==> config.mk <==
export PLATFORM = sky130hd
export DESIGN_NAME = heart_beat_blink_coder_flat
export DESIGN_NICKNAME = d
export VERILOG_FILES = /design/src/rtl/heart_beat_blink_coder_if.sv /design/src/rtl/heart_beat_blink_coder.sv /design/src/flat_wrapper.sv
export SDC_FILE = /design/constraint.sdc
export NUM_CORES = 1
export LEC_CHECK = 0
export ABC_AREA = 1
export BUFFER_PORTS_ARGS = -buffer_cell sky130_fd_sc_hd__buf_4
export CAP_MARGIN = 10
export CORE_MARGIN = 8
export CORE_UTILIZATION = 45
export DETAILED_ROUTE_END_ITERATION = 6
export PLACE_DENSITY = 0.62
export SYNTH_ARGS = -nofsm -noshare
export SYNTH_HDL_FRONTEND = slang
export SYNTH_SLANG_ARGS = --single-unit
export TNS_END_PERCENT = 30
==> constraint.sdc <==
create_clock -name clk_i -period 1.4 [get_ports clk_i]
set_input_delay 0.07 -clock clk_i [delete_from_list [all_inputs] [get_ports clk_i]]
set_output_delay 0.07 -clock clk_i [all_outputs]
set_load 0.01 [all_outputs]
==> src/rtl/heart_beat_blink_coder_if.sv <==
// Status-blinker signal bundle: heart-beat level and status code in; LED, busy and sequence-done out.
// The pwm_duty member exists only when HEART_BEAT_BLINK_PWM_EN is defined.
interface heart_beat_blink_coder_if #(
    parameter int CODE_WIDTH = 4,
    parameter int PWM_WIDTH  = 4
);
    logic                  beat;
    logic [CODE_WIDTH-1:0] code;
`ifdef HEART_BEAT_BLINK_PWM_EN
    logic [PWM_WIDTH-1:0]  pwm_duty;
`endif
    logic                  led;
    logic                  busy;
    logic                  seq_done;

`ifdef HEART_BEAT_BLINK_PWM_EN
    modport master (output beat, code, pwm_duty, input led, busy, seq_done);
    modport slave  (input beat, code, pwm_duty, output led, busy, seq_done);
`else
    modport master (output beat, code, input led, busy, seq_done);
    modport slave  (input beat, code, output led, busy, seq_done);
`endif
endinterface

==> src/rtl/heart_beat_blink_coder.sv <==
// Flashes code N on an LED as N blinks plus a dark gap, one step per heart-beat edge.
// Optional brightness PWM is enabled by defining HEART_BEAT_BLINK_PWM_EN.
module heart_beat_blink_coder #(
    parameter int CODE_WIDTH = 4,
    parameter int GAP_TICKS  = 4,
    parameter int PWM_WIDTH  = 4
) (
    input  logic                      clk_i,
    input  logic                      srst_i,
    heart_beat_blink_coder_if.slave   bus
);
    localparam int GAP_W = (GAP_TICKS > 1) ? $clog2(GAP_TICKS) : 1;

    typedef enum logic [1:0] {
        S_IDLE,
        S_ON,
        S_OFF,
        S_GAP
    } state_t;

    state_t                state_q, state_nxt;
    logic                  beat_q;
    logic [CODE_WIDTH-1:0] cnt_q, cnt_nxt;
    logic [GAP_W-1:0]      gap_q, gap_nxt;
    logic                  led_q, led_nxt;
    logic                  busy_q;
    logic                  done_q, done_nxt;
    logic                  tick;

    assign tick = bus.beat ^ beat_q;

`ifdef HEART_BEAT_BLINK_PWM_EN
    logic [PWM_WIDTH-1:0]  pwm_cnt_q;

    always_ff @(posedge clk_i) begin
        if (srst_i) pwm_cnt_q <= '0;
        else        pwm_cnt_q <= pwm_cnt_q + 1'b1;
    end
`endif

    // NOTE: registers use non-blocking assignments so every flop samples pre-edge values.
    always_ff @(posedge clk_i) begin
        if (srst_i) begin
            state_q <= S_IDLE;
            beat_q  <= 1'b0;
            cnt_q   <= '0;
            gap_q   <= '0;
            led_q   <= 1'b0;
            busy_q  <= 1'b0;
            done_q  <= 1'b0;
        end else begin
            state_q <= state_nxt;
            beat_q  <= bus.beat;
            cnt_q   <= cnt_nxt;
            gap_q   <= gap_nxt;
            led_q   <= led_nxt;
            busy_q  <= (state_nxt != S_IDLE);
            done_q  <= done_nxt;
        end
    end

    // NOTE: every output of this block gets a default first, so no latch can be inferred.
    always_comb begin
        state_nxt = state_q;
        cnt_nxt   = cnt_q;
        gap_nxt   = gap_q;
        done_nxt  = 1'b0;
        if (tick) begin
            unique case (state_q)
                S_IDLE: begin
                    if (bus.code != '0) begin
                        cnt_nxt   = bus.code;
                        state_nxt = S_ON;
                    end
                end
                S_ON: state_nxt = S_OFF;
                S_OFF: begin
                    cnt_nxt = cnt_q - 1'b1;
                    if (cnt_q == CODE_WIDTH'(1)) begin
                        state_nxt = S_GAP;
                        gap_nxt   = GAP_W'(GAP_TICKS - 1);
                    end else begin
                        state_nxt = S_ON;
                    end
                end
                S_GAP: begin
                    if (gap_q == '0) begin
                        // Sequence boundary: pulse done and latch the next code without an IDLE detour.
                        done_nxt = 1'b1;
                        if (bus.code != '0) begin
                            cnt_nxt   = bus.code;
                            state_nxt = S_ON;
                        end else begin
                            state_nxt = S_IDLE;
                        end
                    end else begin
                        gap_nxt = gap_q - 1'b1;
                    end
                end
                default: state_nxt = S_IDLE;
            endcase
        end
`ifdef HEART_BEAT_BLINK_PWM_EN
        led_nxt = (state_nxt == S_ON) && (pwm_cnt_q < bus.pwm_duty);
`else
        led_nxt = (state_nxt == S_ON);
`endif
    end

    assign bus.led      = led_q;
    assign bus.busy     = busy_q;
    assign bus.seq_done = done_q;
endmodule

==> src/flat_wrapper.sv <==
// flat-port wrapper written by rule: the top's interface ports become plain ports
module heart_beat_blink_coder_flat 
#(
    parameter int CODE_WIDTH = 4,
    parameter int GAP_TICKS  = 4,
    parameter int PWM_WIDTH  = 4
)
  (clk_i, srst_i, bus_beat, bus_code, bus_led, bus_busy, bus_seq_done);
  heart_beat_blink_coder_if #(.CODE_WIDTH(CODE_WIDTH), .PWM_WIDTH(PWM_WIDTH)) bus_i ();
  input  logic clk_i;
  input  logic srst_i;
  input wire logic [$bits(bus_i.beat)-1:0] bus_beat;
  input wire logic [$bits(bus_i.code)-1:0] bus_code;
  output wire logic [$bits(bus_i.led)-1:0] bus_led;
  output wire logic [$bits(bus_i.busy)-1:0] bus_busy;
  output wire logic [$bits(bus_i.seq_done)-1:0] bus_seq_done;
  assign bus_i.beat = bus_beat;
  assign bus_i.code = bus_code;
  assign bus_led = bus_i.led;
  assign bus_busy = bus_i.busy;
  assign bus_seq_done = bus_i.seq_done;
  heart_beat_blink_coder #(.CODE_WIDTH(CODE_WIDTH), .GAP_TICKS(GAP_TICKS), .PWM_WIDTH(PWM_WIDTH)) u_core (.clk_i(clk_i), .srst_i(srst_i), .bus(bus_i));
endmodule
## Word level (Yosys, flattened, before mapping)

Cells that the tools add are included.

| operators by class | value |
|---|---|
| reduce and logical (&&, ||, !) cells | 9 |
| add/sub/neg operators | 2 |
| bitwise gates (word level) | 3 |
| mux-type cells | 13 |
| equality and inequality tests | 8 |

Operators with widths:

| operator | count |
|---|---|
| $mux 2 | 6 |
| $pmux 4 s3 | 1 |
| $mux 4 | 2 |
| $pmux 2 s4 | 1 |
| $eq 2x1->1 const B | 2 |
| $eq 2x2->1 const B | 2 |
| $eq 4x1->1 const B | 1 |
| $logic_not 2->1 | 2 |
| $ne 2x1->1 const B | 2 |
| $pmux 2 s2 | 1 |
| $reduce_and 4->1 | 1 |
| $reduce_bool 2->1 | 2 |
| $reduce_bool 4->1 | 1 |
| $sub 4x1->4 const B | 1 |
| $reduce_and 3->1 | 1 |
| $reduce_bool 3->1 | 1 |
| $reduce_or 3->1 | 1 |
| $mux 1 | 2 |
| $ne 2x2->1 const B | 1 |
| $not 1->1 | 2 |
| $sub 2x1->2 const B | 1 |
| $xor 1x1->1 | 1 |

| word-level totals | value |
|---|---|
| input bits | 7 |
| bits in registers | 12 |
| word-level logic and storage cells | 42 |
| output and inout port bits | 3 |

## Longest topological paths before layout

Gate-level depths: netlist of run 1.

| depth | value |
|---|---|
| depth after elaboration | 6 |
| mapped depth | 9 |
| gate-level depth less buffers | 9 |

## Worst setup path after synthesis of run 1

OpenSTA, ideal clock, no wires.

| path | value |
|---|---|
| kind | reg-to-reg |
| start | register u_core.cnt_q[0] |
| end | register u_core.cnt_q[2] |
| cell stages (with the launch flop) | 8 |
| data arrival time | 1022 ps |
| required time | 1287 ps |
| path buffers | 0 |
| path slack | 265 ps |
| setup time | 113 ps |
| clock period less this slack | 1135 ps |
| cell sequence | dfxtp_1 > inv_1 > ha_1 > or2_0 > nand3_1 > nand2_1 > nor2_1 > nor2_1 |

| on the way | value |
|---|---|
| longest elaborated chain between the ends | 2 |

Ends and longest elaborated chain:

| element | line | text |
|---|---|---|
| from (decl) | heart_beat_blink_coder.sv:23 | `logic [CODE_WIDTH-1:0] cnt_q, cnt_nxt;` |
| from (signal assigned) | heart_beat_blink_coder.sv:54 | `cnt_q <= cnt_nxt;` |
| $sub 4x1->4 | heart_beat_blink_coder.sv:78 | `cnt_nxt = cnt_q - 1'b1;` |
| $pmux 4 s3 | heart_beat_blink_coder.sv:69 | `unique case (state_q)` |

Every way passes these cells.
A chain may end at the register's enable or synchronous reset.

## Final worst setup path of run 1

Same ends and word-level chain as after synthesis.

==> metrics.txt, run 1 <==
worst path required time=1560 ps; CTS resizes=0; Max Clk Rate=0.800 GHz; Peak supply drop=0.613 mV; Final nets=127; drt first pass iters=4; FP Rows=14; Slowest-stage cell, CP=dfxtp_1; Detailed Route WL=1.32 mm; via count=628; detailed placement HPWL=1.04 mm; status=finished clean; unrepaired setup endpoints after global routing=no; PortBufs=9; number of global-route vias before repair=630; CP most frequent cell=nor2_1; share of cells above drive strength 1=21.7%; final setup violation count=0; Clock Latency Late Sink=260 ps; Placer Congestion=0.790; Clock Sinks=12; I/O pin total=10; post-synthesis cell type count=17; area leader, netlist=dfxtp_1; Max-cap violations=0; # hold bufs at CTS=0; Root Driver=clkbuf_4; WL/cell=10.1 microns; crit path cell chain=inv_1 -> ha_1 -> or2_0 -> nand3_1 -> nand2_1 -> nor2_1 -> nor2_1; Area contributors post-synth=dfxtp_1 (35%), nand2_1 (15%), nor2_1 (11%), inv_1 (6.7%), ha_1 (5.5%); total CTS buffers=3; crit share post-route=89.2%; post-synthesis sequential area ratio=35.5%; antenna viol nets, final=0; CP Class=reg -> reg; Hold Path End=u_core.beat_q$_SDFF_PP0_; clk_skew=0.368 ps; antenna violations before repair=0; Slew Limit Headroom=84.1%; FF+latch count, synth=12; Max FO, Critical Path=4; most common cell after layout, fill and taps aside=nand2_1; Worst-Margin Slew=238 ps; synthesized area=677 sq um; syn nets=113; CP startpoint kind=flop; CTS max path bufs=2; slowest stage delay, CP=390 ps; post-synth top area share=35.5%; Max Slew Vio Count=0; Ys Warns=0; core footprint=1450 sq um; initial DRC count=10; Initial Utilization=46.6%; Crit Reg-Reg Endpoint=u_core.cnt_q[2]$_SDFFE_PP0P_; syn_area_per_cell=6.57 sq um; Worst Setup End Kind=flop; drt drc=0; number of diodes=0; Syn Inst Count=103; first-pass GRT wire length=2.45 mm; Congestion Overflow GR=0; area grow syn2layout=16.3%; Hold Vio Cnt, Final=0; P_leak=0.401 nW; Chip Width=54.8 microns; Layout Cells excl Fill=131; die area=3000 sq um; CP arrival=1410 ps; cells on worst reg2reg path=7; H-tree levels=1; DP Cell Count=128; hold path depth=2; TritonCTS clock tree=done; Register-to-Register Setup Slack=150 ps; die height=54.8 microns; Vias/cell=4.79; post-CTS setup buffer count=0; setup_tns=0 ps; Reg clk slew, reported paths=70 ps; HP Start=srst_i; class of the worst hold path=in -> reg; power per cell area=998 nW/um^2; Critical R2R Launch=u_core.cnt_q[0]$_SDFFE_PP0P_; most frequent cells in the layout=nand2_1 (27), nor2_1 (20), inv_1 (12), dfxtp_1 (12), buf_4 (9); total track usage=10.9%; Final min period=1250 ps; pin count of the biggest net entering global routing=9
[stage by stage]
step	cell area, sq um	setup WS (ps)	total power, mW	util, %	hold slack [ps]
after floorplan	677	265	0.529	-	139
after global placement	764	172	0.583	52.6	290
after detailed placement	764	151	0.585	52.6	297
after CTS	787	145	0.789	54.1	15.1
after global routing	787	45.7	0.841	54.1	10.8
final	787	151	0.786	54.1	12.0
[worst max path at each step]
stage | start | end | slack, ps | depth (start not counted)
after detailed placement | u_core.cnt_q[0]$_SDFFE_PP0P_ | u_core.cnt_q[2]$_SDFFE_PP0P_ | 150 | 7
after floorplan | u_core.cnt_q[0]$_SDFFE_PP0P_ | u_core.cnt_q[2]$_SDFFE_PP0P_ | 270 | 7
after global routing | u_core.cnt_q[0]$_SDFFE_PP0P_ | u_core.cnt_q[2]$_SDFFE_PP0P_ | 50 | 7
after CTS | u_core.cnt_q[0]$_SDFFE_PP0P_ | u_core.cnt_q[2]$_SDFFE_PP0P_ | 140 | 7
final | u_core.cnt_q[0]$_SDFFE_PP0P_ | u_core.cnt_q[2]$_SDFFE_PP0P_ | 150 | 7
after global placement | u_core.cnt_q[0]$_SDFFE_PP0P_ | u_core.cnt_q[2]$_SDFFE_PP0P_ | 170 | 7
[cells by family (layout without fill, tap and decap cells)]
family	count (synthesis)	in the layout	synth area share [%]
buffers and inverters	17	29	9.43
and+or+nand+nor	62	62	42.9
adders and majority gates	3	3	5.55
DFF	12	12	35.5
AOI/OAI and AO/OA	9	9	6.65
[final cells by class]
cell class,count,area (sq um)
fillers,143,667
multi-input cells,74,373
flip-flops and latches,12,240
repair buffers,9,67.6
inverters,17,63.8
clock buffers,3,22.5
well taps,16,20.0
[cells in the mapped netlist]
library cell,number
or2_0,1
inv_2,5
nor2_4,1
o21ai_1,3
a21oi_1,2
nand3_1,3
o21ai_0,4
nor4_1,1
nand2_1,27
inv_1,12
dfxtp_1,12
ha_1,3
nand2_4,1
nand2_2,3
nand3b_1,2
nor2_1,20
nand3_2,3
[layer usage]
layer / share of wire, % / vias to the layer above / global-route usage, %
met4: 0.91 / 0 / 4.10
met3: 4.9 / 2 / 4.08
met5: 0 / - / 0
li1: - / 339 / -
met1: 50 / 273 / 12.5
met2: 44 / 14 / 17.9
[sequential cells by signal, summed over array words and instances (netlist names)]
| signal | count |
|---|---|
| u_core.bus.seq_done | 1 |
| u_core.gap_q | 2 |
| u_core.bus.busy | 1 |
| u_core.cnt_q | 4 |
| u_core.state_q | 2 |
| u_core.beat_q | 1 |
| u_core.bus.led | 1 |
[power breakdown]
part	total, mW	leakage, nW	internal (mW)	switching (mW)
logic	0.182	0.288	0.0751	0.107
registers	0.395	0.0989	0.370	0.0258
clock network	0.209	0.0138	0.0992	0.109
[critical path: cells and delay by family (launching register included)]
family,cells,cell delay (ps)
adders and majority gates,1,210
buffers and inverters,1,90
and+or+nand+nor,5,460
DFF,1,390
Note: power is estimated with default switching activity, not from simulation.
==> inputs of run 2 (changes only) <==
--- a/config.mk
+++ b/config.mk
@@ -6,12 +6,12 @@
 export NUM_CORES = 1
 export LEC_CHECK = 0
 export ABC_AREA = 1
-export BUFFER_PORTS_ARGS = -buffer_cell sky130_fd_sc_hd__buf_4
 export CAP_MARGIN = 10
 export CORE_MARGIN = 8
 export CORE_UTILIZATION = 45
 export DETAILED_ROUTE_END_ITERATION = 6
-export PLACE_DENSITY = 0.62
+export DONT_BUFFER_PORTS = 1
+export PLACE_DENSITY = 0.59
 export SYNTH_ARGS = -nofsm -noshare
 export SYNTH_HDL_FRONTEND = slang
 export SYNTH_SLANG_ARGS = --single-unit
==> run 2 against run 1 <==
Largest power group unchanged. Largest cell class unchanged. Setup slack about the same. Routed wire length increased by 0.38%. Final area decreased by 4.3%. Clock skew increased by 5.5 ps. Die area unchanged. Combinational power decreased by 14%.
==> metrics.txt, run 2 (synthesis gave the netlist of run 1 again) <==
worst path required time=1580 ps (+20 ps); Slew Limit Headroom=84.5% (+0.40 points); post-route worst setup slack=151 ps (-0.0670 ps); FP Rows=14 (unchanged); Root Driver=clkbuf_4; core footprint=1450 sq um (unchanged); Register-to-Register Setup Slack=150 ps (about the same); number of diodes=0 (unchanged); Placer Congestion=0.815 (+3.2%); Final min period=1250 ps (+0.0670 ps); # fillers=160 (+12%); first-pass GRT wire length=2.20 mm (-10%); TritonCTS clock tree=done; Worst Setup End Kind=flop; most common cell after layout, fill and taps aside=nand2_1; status=finished clean; clock group share of total power=33.4% (+6.8 points); critical path startpoint=u_core.cnt_q[0]$_SDFFE_PP0P_; antenna viol nets, final=0 (unchanged); Switching Share=29.7% (-1.1 points); CTS max path bufs=2 (unchanged); CTS resizes=0 (unchanged); # hold bufs at CTS=2 (+2); class of the worst hold path=in -> reg; Worst-Margin Slew=232 ps (-6.01 ps); via count=603 (-4.0%); most frequent cells in the layout=nand2_1 (27), nor2_1 (20), inv_1 (12), dfxtp_1 (12), inv_2 (5); Chip Width=54.8 microns (unchanged); Critical R2R Launch=u_core.cnt_q[0]$_SDFFE_PP0P_; post-CTS setup buffer count=0 (unchanged); total track usage=10.3% (-0.59 points); crit path capture=u_core.cnt_q[2]$_SDFFE_PP0P_; Clock Latency Late Sink=280 ps (+20 ps); Initial Utilization=46.6% (unchanged); Detailed Route WL=1.33 mm (+0.38%); biggest regs=u_core.cnt_q: 4 flops, u_core.gap_q: 2 flops, u_core.state_q: 2 flops; Net Switching=248 uW (+2.7%); drt drc=0 (unchanged); P_leak=0.372 nW (-7.2%); I/O pin total=10 (unchanged); Pwr Total=836 uW (+6.4%); Congestion Overflow GR=0 (unchanged); cells on worst reg2reg path=7 (unchanged); Multi-input gate area=373 sq um (unchanged); Place WS=150 ps (-1.73 ps); H-tree levels=1 (unchanged); Max-cap violations=0 (unchanged); Clock Sinks=12 (unchanged); PortBufs=0 (-9); power share of the combinational group=18.7% (-4.4 points); WL/cell=10.6 microns (+5.2%); placed instance area=697 sq um (-8.8%); internal portion of total power=588 uW (+8.0%); CP arrival=1430 ps (+20 ps); total CTS buffers=3 (unchanged); detailed placement HPWL=1.03 mm (-0.99%); number of global-route vias before repair=518 (-18%); clk_skew=5.83 ps (+5.47 ps); share of cells above drive strength 1=15.6% (-6.1 points); worst hold slack=39.8 ps (+27.8 ps); final setup violation count=0 (unchanged); sequential power share=47.9% (-2.4 points); Vias/cell=4.82 (+0.63%); die area=3000 sq um (unchanged); post-route cell area=753 sq um (-4.3%); crit share post-route=89.2% (about the same); power per cell area=1110 nW/um^2 (+11%); Max FO, Critical Path=4 (unchanged); initial DRC count=7 (-3); max reg flops=4 (unchanged); setup_tns=0 ps (unchanged); Final nets=120 (-5.5%); Sequential Area=240 sq um (unchanged); Reg clk slew, reported paths=80 ps (about the same); Max Slew Vio Count=0 (unchanged); CP Class=reg -> reg; Max Clk Rate=0.800 GHz (about the same); drt first pass iters=4 (unchanged); unrepaired setup endpoints after global routing=no; area grow syn2layout=11.3%; Peak supply drop=0.603 mV (-1.6%); CP startpoint kind=flop; Crit Reg-Reg Endpoint=u_core.cnt_q[2]$_SDFFE_PP0P_; Hold Vio Cnt, Final=0 (unchanged); Top reg by flops=u_core.cnt_q; die height=54.8 microns (unchanged); pin count of the biggest net entering global routing=9 (unchanged); antenna violations before repair=0 (unchanged)
## run 2: cell count changes in the layout (fill, tap and decap cells not counted)
cell	previous run	this run
dlygate4sd3_1	0	2
clkbuf_8	0	1
buf_4	9	0
## run 2: power groups by stage
stage	Clock, mW	Combinational (mW)	Sequential, mW
floorplan	0	0.127	0.401
global route	0.306	0.183	0.404
detailed placement	0	0.151	0.409
finish	0.279	0.156	0.400
CTS	0.288	0.159	0.401
global placement	0	0.150	0.408
## run 2: worst min-delay path by stage
| stage | start | to | slack, ps | cells past startpoint |
|---|---|---|---|---|
| CTS | srst_i | u_core.gap_q[0]$_SDFFE_PP0P_ | 40 | 3 |
| global placement | srst_i | u_core.state_q[1]$_SDFF_PP0_ | 140 | 1 |
| global route | srst_i | u_core.gap_q[0]$_SDFFE_PP0P_ | 40 | 3 |
| finish | srst_i | u_core.cnt_q[2]$_SDFFE_PP0P_ | 40 | 3 |
| detailed placement | srst_i | u_core.cnt_q[3]$_SDFFE_PP0P_ | 140 | 1 |
| floorplan | srst_i | u_core.cnt_q[3]$_SDFFE_PP0P_ | 140 | 1 |
## run 2: cell type report
| cell class | instances | area share [%] |
|---|---|---|
| Timing Repair Buffer | 2 | 2.66 |
| Tap cell | 16 | 2.66 |
| Sequential cell | 12 | 31.9 |
| Clock buffer | 4 | 4.82 |
| Multi-Input combinational cell | 74 | 49.5 |
| Inverter | 17 | 8.47 |
## run 2: metal layers
metal | part of all wire [%] | wire [microns] | global-route usage [%]
met1 | 46 | 610 | 11.4
met2 | 47 | 624 | 15.5
met3 | 5.4 | 72 | 4.35
met4 | 1.4 | 19 | 7.38
met5 | 0 | 0 | 0
## run 2: worst max-delay path, stage by stage (launching register included)
cell     delay (ps)
dfxtp_1         380
inv_1            90
ha_1            210
or2_0           190
nand3_1          70
nand2_1          50
nor2_1          110
nor2_1           60
## run 2: stage by stage
stage / utilization, % / instances
2_1_floorplan: - / 103
3_3_place_gp: 47.9 / 119
3_5_place_dp: 47.9 / 119
4_1_cts: 51.8 / 125
5_1_grt: 51.8 / 125
6_report: 51.8 / 125
